**src/rtl/servo_pkg.sv**
```systemverilog
// Shared definitions for the servo PWM block.
// Holds the default timing constants and the run/stop FSM state encoding.
//   PERIODO   : PWM period in clk cycles (20 ms at 50 MHz)
//   ANCHO_MIN : minimum legal pulse width in cycles (1 ms)
//   ANCHO_MAX : maximum legal pulse width in cycles (2 ms)
package servo_pkg;

  localparam int PERIODO   = 1_000_000;
  localparam int ANCHO_MIN = 50_000;
  localparam int ANCHO_MAX = 100_000;

  typedef enum logic {
    PARADO    = 1'b0,
    CORRIENDO = 1'b1
  } state_t;

endpackage

```
**src/rtl/servo_period_cnt.sv**
```systemverilog
// Period counter for the servo PWM block.
// Counts 0..PERIODO-1 while run is high and wraps to 0; holds at 0 otherwise.
// Ports:
//   clk      : clock
//   rst      : synchronous active-high reset
//   run      : count enable (FSM is in the running state)
//   cnt_next : value the counter takes at the next clk edge
//   fin      : high on the last cycle (count PERIODO-1) of a running period
module servo_period_cnt #(
  parameter int cant_bits = 20,
  parameter int PERIODO   = servo_pkg::PERIODO
) (
  input  logic                 clk,
  input  logic                 rst,
  input  logic                 run,
  output logic [cant_bits-1:0] cnt_next,
  output logic                 fin
);

  localparam logic [cant_bits-1:0] LAST = cant_bits'(PERIODO - 1);

  logic [cant_bits-1:0] cnt_reg;

  // Stopped or at the last count both lead back to 0.
  always_comb begin
    cnt_next = '0;
    if (run && (cnt_reg != LAST)) begin
      cnt_next = cnt_reg + 1'b1;
    end
  end

  always_ff @(posedge clk) begin
    if (rst) begin
      cnt_reg <= '0;
    end else begin
      cnt_reg <= cnt_next;
    end
  end

  assign fin = run && (cnt_reg == LAST);

endmodule

```
**src/rtl/servo_pwm.sv**
```systemverilog
// Servo PWM generator.
// Produces a pulse of 'activo' cycles at the start of every PERIODO-cycle
// period. New widths are buffered and only take effect at a period boundary
// (or immediately on the next clk while stopped). Dropping habilitar lets the
// current period finish before stopping.
// Optional feature: define SERVO_PWM_CLAMP_EN to saturate captured widths to
// [ANCHO_MIN, ANCHO_MAX]; otherwise widths are stored unmodified.
// Ports:
//   clk         : clock
//   rst         : synchronous active-high reset
//   ancho       : requested pulse width in cycles (valid with nuevo)
//   nuevo       : one-cycle strobe capturing ancho
//   habilitar   : run request
//   pwm         : registered servo pulse
//   tomado      : pulse in the cycle a pending width is transferred to activo
//   fin_periodo : pulse on the last cycle of each running period
//   activo      : registered width currently in use
module servo_pwm #(
  parameter int cant_bits = 20,
  parameter int PERIODO   = servo_pkg::PERIODO,
  parameter int ANCHO_MIN = servo_pkg::ANCHO_MIN,
  parameter int ANCHO_MAX = servo_pkg::ANCHO_MAX
) (
  input  logic                 clk,
  input  logic                 rst,
  input  logic [cant_bits-1:0] ancho,
  input  logic                 nuevo,
  input  logic                 habilitar,
  output logic                 pwm,
  output logic                 tomado,
  output logic                 fin_periodo,
  output logic [cant_bits-1:0] activo
);

  import servo_pkg::*;

  localparam logic [cant_bits-1:0] MIN_W = cant_bits'(ANCHO_MIN);
  localparam logic [cant_bits-1:0] MAX_W = cant_bits'(ANCHO_MAX);

`ifdef SERVO_PWM_CLAMP_EN
  localparam bit CLAMP = 1'b1;
`else
  localparam bit CLAMP = 1'b0;
`endif

  state_t               state_reg;
  logic                 pend_flag_reg;
  logic [cant_bits-1:0] pend_val_reg;
  logic [cant_bits-1:0] activo_reg;
  logic                 pwm_reg;

  logic                 running;
  logic                 run_next;
  logic                 boundary;
  logic                 load_bnd;
  logic                 load_stop;
  logic [cant_bits-1:0] cnt_next;
  logic [cant_bits-1:0] ancho_c;
  logic [cant_bits-1:0] load_val;
  logic [cant_bits-1:0] activo_next;

  servo_period_cnt #(
    .cant_bits (cant_bits),
    .PERIODO   (PERIODO)
  ) u_cnt (
    .clk      (clk),
    .rst      (rst),
    .run      (running),
    .cnt_next (cnt_next),
    .fin      (boundary)
  );

  always_comb begin
    running = (state_reg == CORRIENDO);

    ancho_c = ancho;
    if (CLAMP) begin
      if (ancho < MIN_W) begin
        ancho_c = MIN_W;
      end else if (ancho > MAX_W) begin
        ancho_c = MAX_W;
      end
    end

    // A width arriving in the boundary cycle bypasses the pending register
    // so it is not lost; otherwise the buffered value is used.
    load_bnd    = boundary && (pend_flag_reg || nuevo);
    load_stop   = !running && pend_flag_reg;
    load_val    = (boundary && nuevo) ? ancho_c : pend_val_reg;
    activo_next = (load_bnd || load_stop) ? load_val : activo_reg;

    // Leaving the running state is only allowed at the end of a period.
    if (running) begin
      run_next = !(boundary && !habilitar);
    end else begin
      run_next = habilitar;
    end
  end

  always_ff @(posedge clk) begin
    if (rst) begin
      state_reg     <= PARADO;
      pend_flag_reg <= 1'b0;
      pend_val_reg  <= '0;
      activo_reg    <= MIN_W;
      pwm_reg       <= 1'b0;
    end else begin
      state_reg  <= run_next ? CORRIENDO : PARADO;
      activo_reg <= activo_next;
      // Computed from next-cycle count/width so the registered pulse lines
      // up exactly with counter < activo.
      pwm_reg    <= run_next && (cnt_next < activo_next);

      if (load_bnd) begin
        pend_flag_reg <= 1'b0;
      end else if (nuevo) begin
        pend_flag_reg <= 1'b1;
        pend_val_reg  <= ancho_c;
      end else if (load_stop) begin
        pend_flag_reg <= 1'b0;
      end
    end
  end

  assign pwm         = pwm_reg;
  assign activo      = activo_reg;
  assign fin_periodo = boundary;
  assign tomado      = !rst && (load_bnd || load_stop);

endmodule

```
**config.mk**
```make
export PLATFORM = sky130hd
export DESIGN_NAME = servo_pwm
export DESIGN_NICKNAME = d
export VERILOG_FILES = /design/src/rtl/servo_pkg.sv /design/src/rtl/servo_period_cnt.sv /design/src/rtl/servo_pwm.sv
export SDC_FILE = /design/constraint.sdc
export NUM_CORES = 1
export LEC_CHECK = 0
export CAP_MARGIN = 10
export CORE_ASPECT_RATIO = 0.7
export CORE_MARGIN = 10
export CORE_UTILIZATION = 35
export CTS_CLUSTER_DIAMETER = 40
export DETAILED_ROUTE_END_ITERATION = 10
export GPL_TIMING_DRIVEN = 0
export PLACE_DENSITY = 0.63
export SETUP_SLACK_MARGIN = 0.4
export SLEW_MARGIN = 20
export SYNTH_ARGS = -nofsm -noshare
export SYNTH_HDL_FRONTEND = slang
export SYNTH_HIERARCHICAL = 1
export SYNTH_SLANG_ARGS = --single-unit
```
**constraint.sdc**
```tcl
create_clock -name clk -period 12 [get_ports clk]
set_input_delay 1.2 -clock clk [delete_from_list [all_inputs] [get_ports clk]]
set_output_delay 1.2 -clock clk [all_outputs]
set_load 0.005 [all_outputs]
```
== Yosys cells after proc, flatten, opt, wreduce, memory -nomap -nowiden ==
Cells that the tools add are included.

* Add/subtract/negate cells: 1
* Order comparisons: 1
* Equality and inequality tests: 2
* Muxes and demuxes: 7
* Bitwise gates (word level): 1
* Reduce and logical (&&, ||, !) cells: 17

{| class="wikitable"
|+ Operator list
! operator !! number
|-
| $mux 20 || 3
|-
| $add 20x1->20 const B || 1
|-
| $eq 20x20->1 const B || 1
|-
| $lt 20x20->1 || 1
|-
| $ne 20x20->1 const B || 1
|-
| $logic_and 1x1->1 || 8
|-
| $logic_not 1->1 || 4
|-
| $mux 1 || 4
|-
| $logic_or 1x1->1 || 2
|-
| $reduce_and 2->1 || 1
|-
| $reduce_bool 2->1 || 1
|-
| $reduce_or 2->1 || 1
|-
| $not 1->1 || 1
|}

* Bits in registers: 63
* Output and inout port bits: 23
* Logic and storage cells: 35

== Depth between registers and ports, before layout ==
* Depth in word-level cells: 7
* Depth in mapped cells: 14

== By module ==
The synthesis kept the hierarchy.

{| class="wikitable"
|+ By module, submodules not included
! module !! instances !! cells an instance !! area an instance (um^2) !! seq. area each (um^2)
|-
| servo_pwm || 1 || 237 || 2292.2 || 860.8
|-
| servo_period_cnt || 1 || 131 || 1032.2 || 400.4
|}

== Worst setup path before layout ==
Ideal clock, no wire load.

* Kind: register -> register
* From: reg u_cnt.cnt_reg[12]
* To: reg pwm_reg (netlist: pwm)
* Library setup time: 0.126 ns
* Data arrival time: 3.835 ns
* Required time: 11.874 ns
* Slack: 8.039 ns
* Cell stages (with the launch flop): 14
* Buffers on the path: 2
* Period minus slack after synthesis: 3.961 ns
* Cell sequence: dfxtp_1 or4_1 or4_1 nor3_1 nand2b_4 a21boi_4 buf_12 buf_12 mux2i_2 ha_1 nand4_1 or4_1 a311oi_1 nor4bb_1

* Word-level cells in the longest chain between the ends: 7
* Elaborated cells between the ends (all ways): 16
* Those cells by class: add/sub (1); order compare (1); eq/ne (2); mux (4); reduce/logical (8)

{| class="wikitable"
|+ Ends and longest elaborated chain
! item !! RTL line !! RTL
|-
| start, declared || servo_period_cnt.sv:22 || <nowiki>logic [cant_bits-1:0] cnt_reg;</nowiki>
|-
| start signal, assigned || servo_period_cnt.sv:36 || <nowiki>cnt_reg <= cnt_next;</nowiki>
|-
| $eq 20x20->1 (*) || servo_period_cnt.sv:40 || <nowiki>assign fin = run && (cnt_reg == LAST);</nowiki>
|-
| $logic_and 1x1->1 (*) || servo_period_cnt.sv:40 ||
|-
| net fin_periodo || servo_pwm.sv:31 || <nowiki>output logic fin_periodo,</nowiki>
|-
| $logic_and 1x1->1, on equally long branches || servo_pwm.sv:89, servo_pwm.sv:87 ||
|-
| $mux 20 or $logic_or 1x1->1 (tied branches) || servo_pwm.sv:89, servo_pwm.sv:90 ||
|-
| $mux 20 || servo_pwm.sv:90 || <nowiki>activo_next = (load_bnd || load_stop) ? load_val : activo_reg;</nowiki>
|-
| $lt 20x20->1 || servo_pwm.sv:112 || <nowiki>pwm_reg <= run_next && (cnt_next < activo_next);</nowiki>
|-
| $logic_and 1x1->1 (*) || servo_pwm.sv:112 ||
|-
| end signal, assigned || servo_pwm.sv:112 ||
|-
| end, declared || servo_pwm.sv:50 || <nowiki>logic pwm_reg;</nowiki>
|}

Mark *: on every way through the listed nets, which the timed path passes. The rest lies on a longest branch.
A chain may end at the register's enable or synchronous reset.

== Final worst setup path ==
* From: reg u_cnt.cnt_reg[0]
* To: out tomado

* Word-level cells in the longest chain between the ends: 5

{| class="wikitable"
|+ Ends and longest elaborated chain
! item !! RTL line !! RTL
|-
| $eq 20x20->1 || servo_period_cnt.sv:40 ||
|-
| $logic_and 1x1->1 || servo_period_cnt.sv:40 ||
|-
| $logic_and 1x1->1 || servo_pwm.sv:87 || <nowiki>load_bnd = boundary && (pend_flag_reg || nuevo);</nowiki>
|-
| $logic_or 1x1->1 || servo_pwm.sv:128 || <nowiki>assign tomado = !rst && (load_bnd || load_stop);</nowiki>
|-
| $logic_and 1x1->1 || servo_pwm.sv:128 ||
|-
| end, declared || servo_pwm.sv:30 || <nowiki>output logic tomado,</nowiki>
|}

No other way between the ends.

==> impl_metrics.py <==
metrics = {
    "outcome": {
        "outcome": "completed",
    },
    "clock_tree": {
        "clkLatencyLatePin_ns": 0.33,
        "cts_tree": "done",
        "cts_root_buf": "clkbuf_16",
        "clk_pin_slew_ns": 0.05,
        "hold_buffers": 0,
        "clk_path_buf_depth": 2,
        "clock_sinks": 63,
        "post_cts_resized": 0,
        "post_cts_buffers": 0,
        "cts_buffers": 9,
        "cts_max_level": 3,
    },
    "grt": {
        "grt_max_degree": 11,
        "grt_use_total": 0.128,
        "grt-ovfl-total": 0,
        "grt_pass1_wl_mm": 13.9,
        "antenna_found_initial": 0,
        "grt_pass1_vias": 2811,
    },
    "worst_setup_path": {
        "worst-endpoint-required_ns": 10.80,
        "r2r_slack_ns": 7.30,
        "cp_top_family": "simple AND/OR/NAND/NOR gates",
        "critPathCaptureType": "output port",
        "arrival_ns": 3.88,
        "path_buf_inv": 3,
        "slowest_stage": "nor3_1",
        "timing.critical_path.mode_cell": "buf_12",
        "worstSetupStartpointType": "flip-flop",
        "cp_max_fo": 10,
        "crit_type": "reg -> out",
        "crit_path_cell_trace": "ha_1, nand3_1, or4_1, nor3_1, nand2b_4, a21boi_4, buf_12, buf_12, nor2_1, clkdlybuf4s50_1",
        "slowest_delay_ns": 0.76,
    },
    "route": {
        "post_drt_wl_per_cell_um": 15.8,
        "drcViolationCount": 0,
        "vias": 2814,
        "drt-total-wl_mm": 8.73,
        "first_pass_iters": 4,
        "ant_nets": 0,
        "vias_per_cell": 5.10,
        "drt_iter0_drc": 215,
    },
    "die": {
        "dieArea_um2": 13900,
        "die_height_um": 102,
        "ios": 47,
        "start_util": 0.364,
        "die_x_um": 136,
        "core_um2": 9140,
        "rows": 29,
    },
    "synthesis": {
        "synth_async_sr_flop_share": 0,
        "netlist_instances": 368,
        "ys_ff_latch": 63,
        "synth_edf_count": 0,
        "syn_area_um2": 3320,
        "yosysSeqAreaShare": 0.379,
        "ys.flop_type": "dfxtp_1",
        "synth.distinct_cells": 48,
        "synth_nets": 412,
        "syn_area_per_cell_um2": 9.03,
        "yosys_warnings": 6,
    },
    "sta": {
        "setup_tns_ns": 0,
        "hold_viol": 0,
        "hold_ws_ns": 0.448,
        "relSlewSlack": 0.366,
        "max_freq_mhz": 197,
        "setup_viol_count_final": 0,
        "rsz0062_at_grt": "false",
        "setup_ws_ns": 6.92,
        "finalMaxSlewViolations": 0,
        "worst_pin_slew_ns": 0.944,
        "fin_skew_ns": 0.00777,
        "period_share": 0.424,
        "fin_crit_ns": 5.08,
    },
    "place": {
        "dpl.hpwl_mm": 6.79,
        "gp_congestion": 0.871,
        "numPortBuffers": 46,
        "place_ws_ns": 7.24,
    },
    "hold_path": {
        "min_path_type": "reg -> reg",
    },
    "power": {
        "worst_ir_drop_vdd_mv": 0.0783,
        "fin_total_pwr_w": 0.000523,
        "p_leak_nw": 1.66,
        "powerDensity_nw_per_um2": 124,
    },
    "layout": {
        "fin_nets": 469,
        "area.growth.synth_to_final_pct": 27.1,
        "layout-drive-gt1-share": 0.152,
        "post-route-util": 0.462,
        "n_antenna_cell": 0,
    },
    "job": {
        "drv_cap": 0,
    },
}
synth_stat cells, types with 6 or more instances:
master | number | area [um2]
nand2_1 | 53 | 199
nand2b_1 | 8 | 50.1
nor2_2 | 9 | 56.3
dfxtp_1 | 63 | 1260
nor2_1 | 36 | 135
mux2_2 | 19 | 214
clkbuf_1 | 10 | 37.5
ha_1 | 20 | 250
nand3_1 | 8 | 40.0
o21ai_0 | 7 | 35.0
xnor2_1 | 6 | 52.6
mux2i_1 | 10 | 100
mux2i_2 | 9 | 124
xor2_1 | 6 | 52.6
a21oi_1 | 39 | 195
power breakdown:
group / total (W) / switching (W) / internal (W) / leakage, nW
logic: 0.0000543 / 0.0000268 / 0.0000275 / 1.00
registers: 0.000222 / 0.00000502 / 0.000217 / 0.514
clock network: 0.000247 / 0.0000872 / 0.000160 / 0.141
total: 0.000523 / 0.000119 / 0.000404 / 1.66
layout by cell type (no fill, tap or decap), types with 7 or more instances in the layout:
cell              n
mux2_2           19
clkbuf_16         9
ha_1             20
clkdlybuf4s50_1  46
nand2b_1          8
o21ai_0           7
clkbuf_1         11
nor2_2            9
a21oi_1          39
nor2_1           36
mux2i_2           9
nand2_1          53
mux2i_1          10
nand3_1           8
dfxtp_1          63
worst min-delay path, stage by stage (launching register included):
cell	delay [ns]
dfxtp_1	0.30
nand2_1	0.05
a21oi_1	0.05
path summary, 6_finish.rpt:
check | startpoint | to | cells past startpoint
worst min-delay path | pend_val_reg[13] | pend_val_reg[13] | 2
worst max register to register | u_cnt/cnt_reg[0] | pwm | 14
worst min register to register | pend_val_reg[13] | pend_val_reg[13] | 2
worst max-delay path | u_cnt/cnt_reg[0] | tomado | 10
layout make-up:
class	count	area, um2
fill	897	4920
multi-input combinational	284	1930
sequential	63	1260
timing repair buffer	46	460
clock buffer	14	284
tap	124	155
buffer	18	119
inverter	3	11.3
stage by stage:
step,std cells,area (um2)
floorplan,368,3320
global placement,538,3940
detailed placement,538,3940
CTS,552,4220
global route,552,4220
finish,552,4220
layer usage:
layer | routed length [um] | vias to the layer above | GRT usage
li1 | - | 1408 | -
met1 | 4160 | 1314 | 0.160
met2 | 3770 | 86 | 0.196
met3 | 768 | 6 | 0.0618
met4 | 37 | 0 | 0.0294
met5 | 0 | - | 0
cells by family (layout without fill, tap and decap cells):
| logic type | after synthesis | in the layout | share of synthesized area |
|---|---|---|---|
| AOI/OAI and AO/OA | 61 | 61 | 0.113 |
| xor gates and xnor gates | 12 | 12 | 0.0316 |
| DFF | 63 | 63 | 0.379 |
| buffers and inverters | 21 | 81 | 0.0391 |
| adders and majority gates | 20 | 20 | 0.0753 |
| muxes | 38 | 38 | 0.132 |
| and+or+nand+nor | 153 | 153 | 0.230 |
Power figures use the tool's default switching activity.
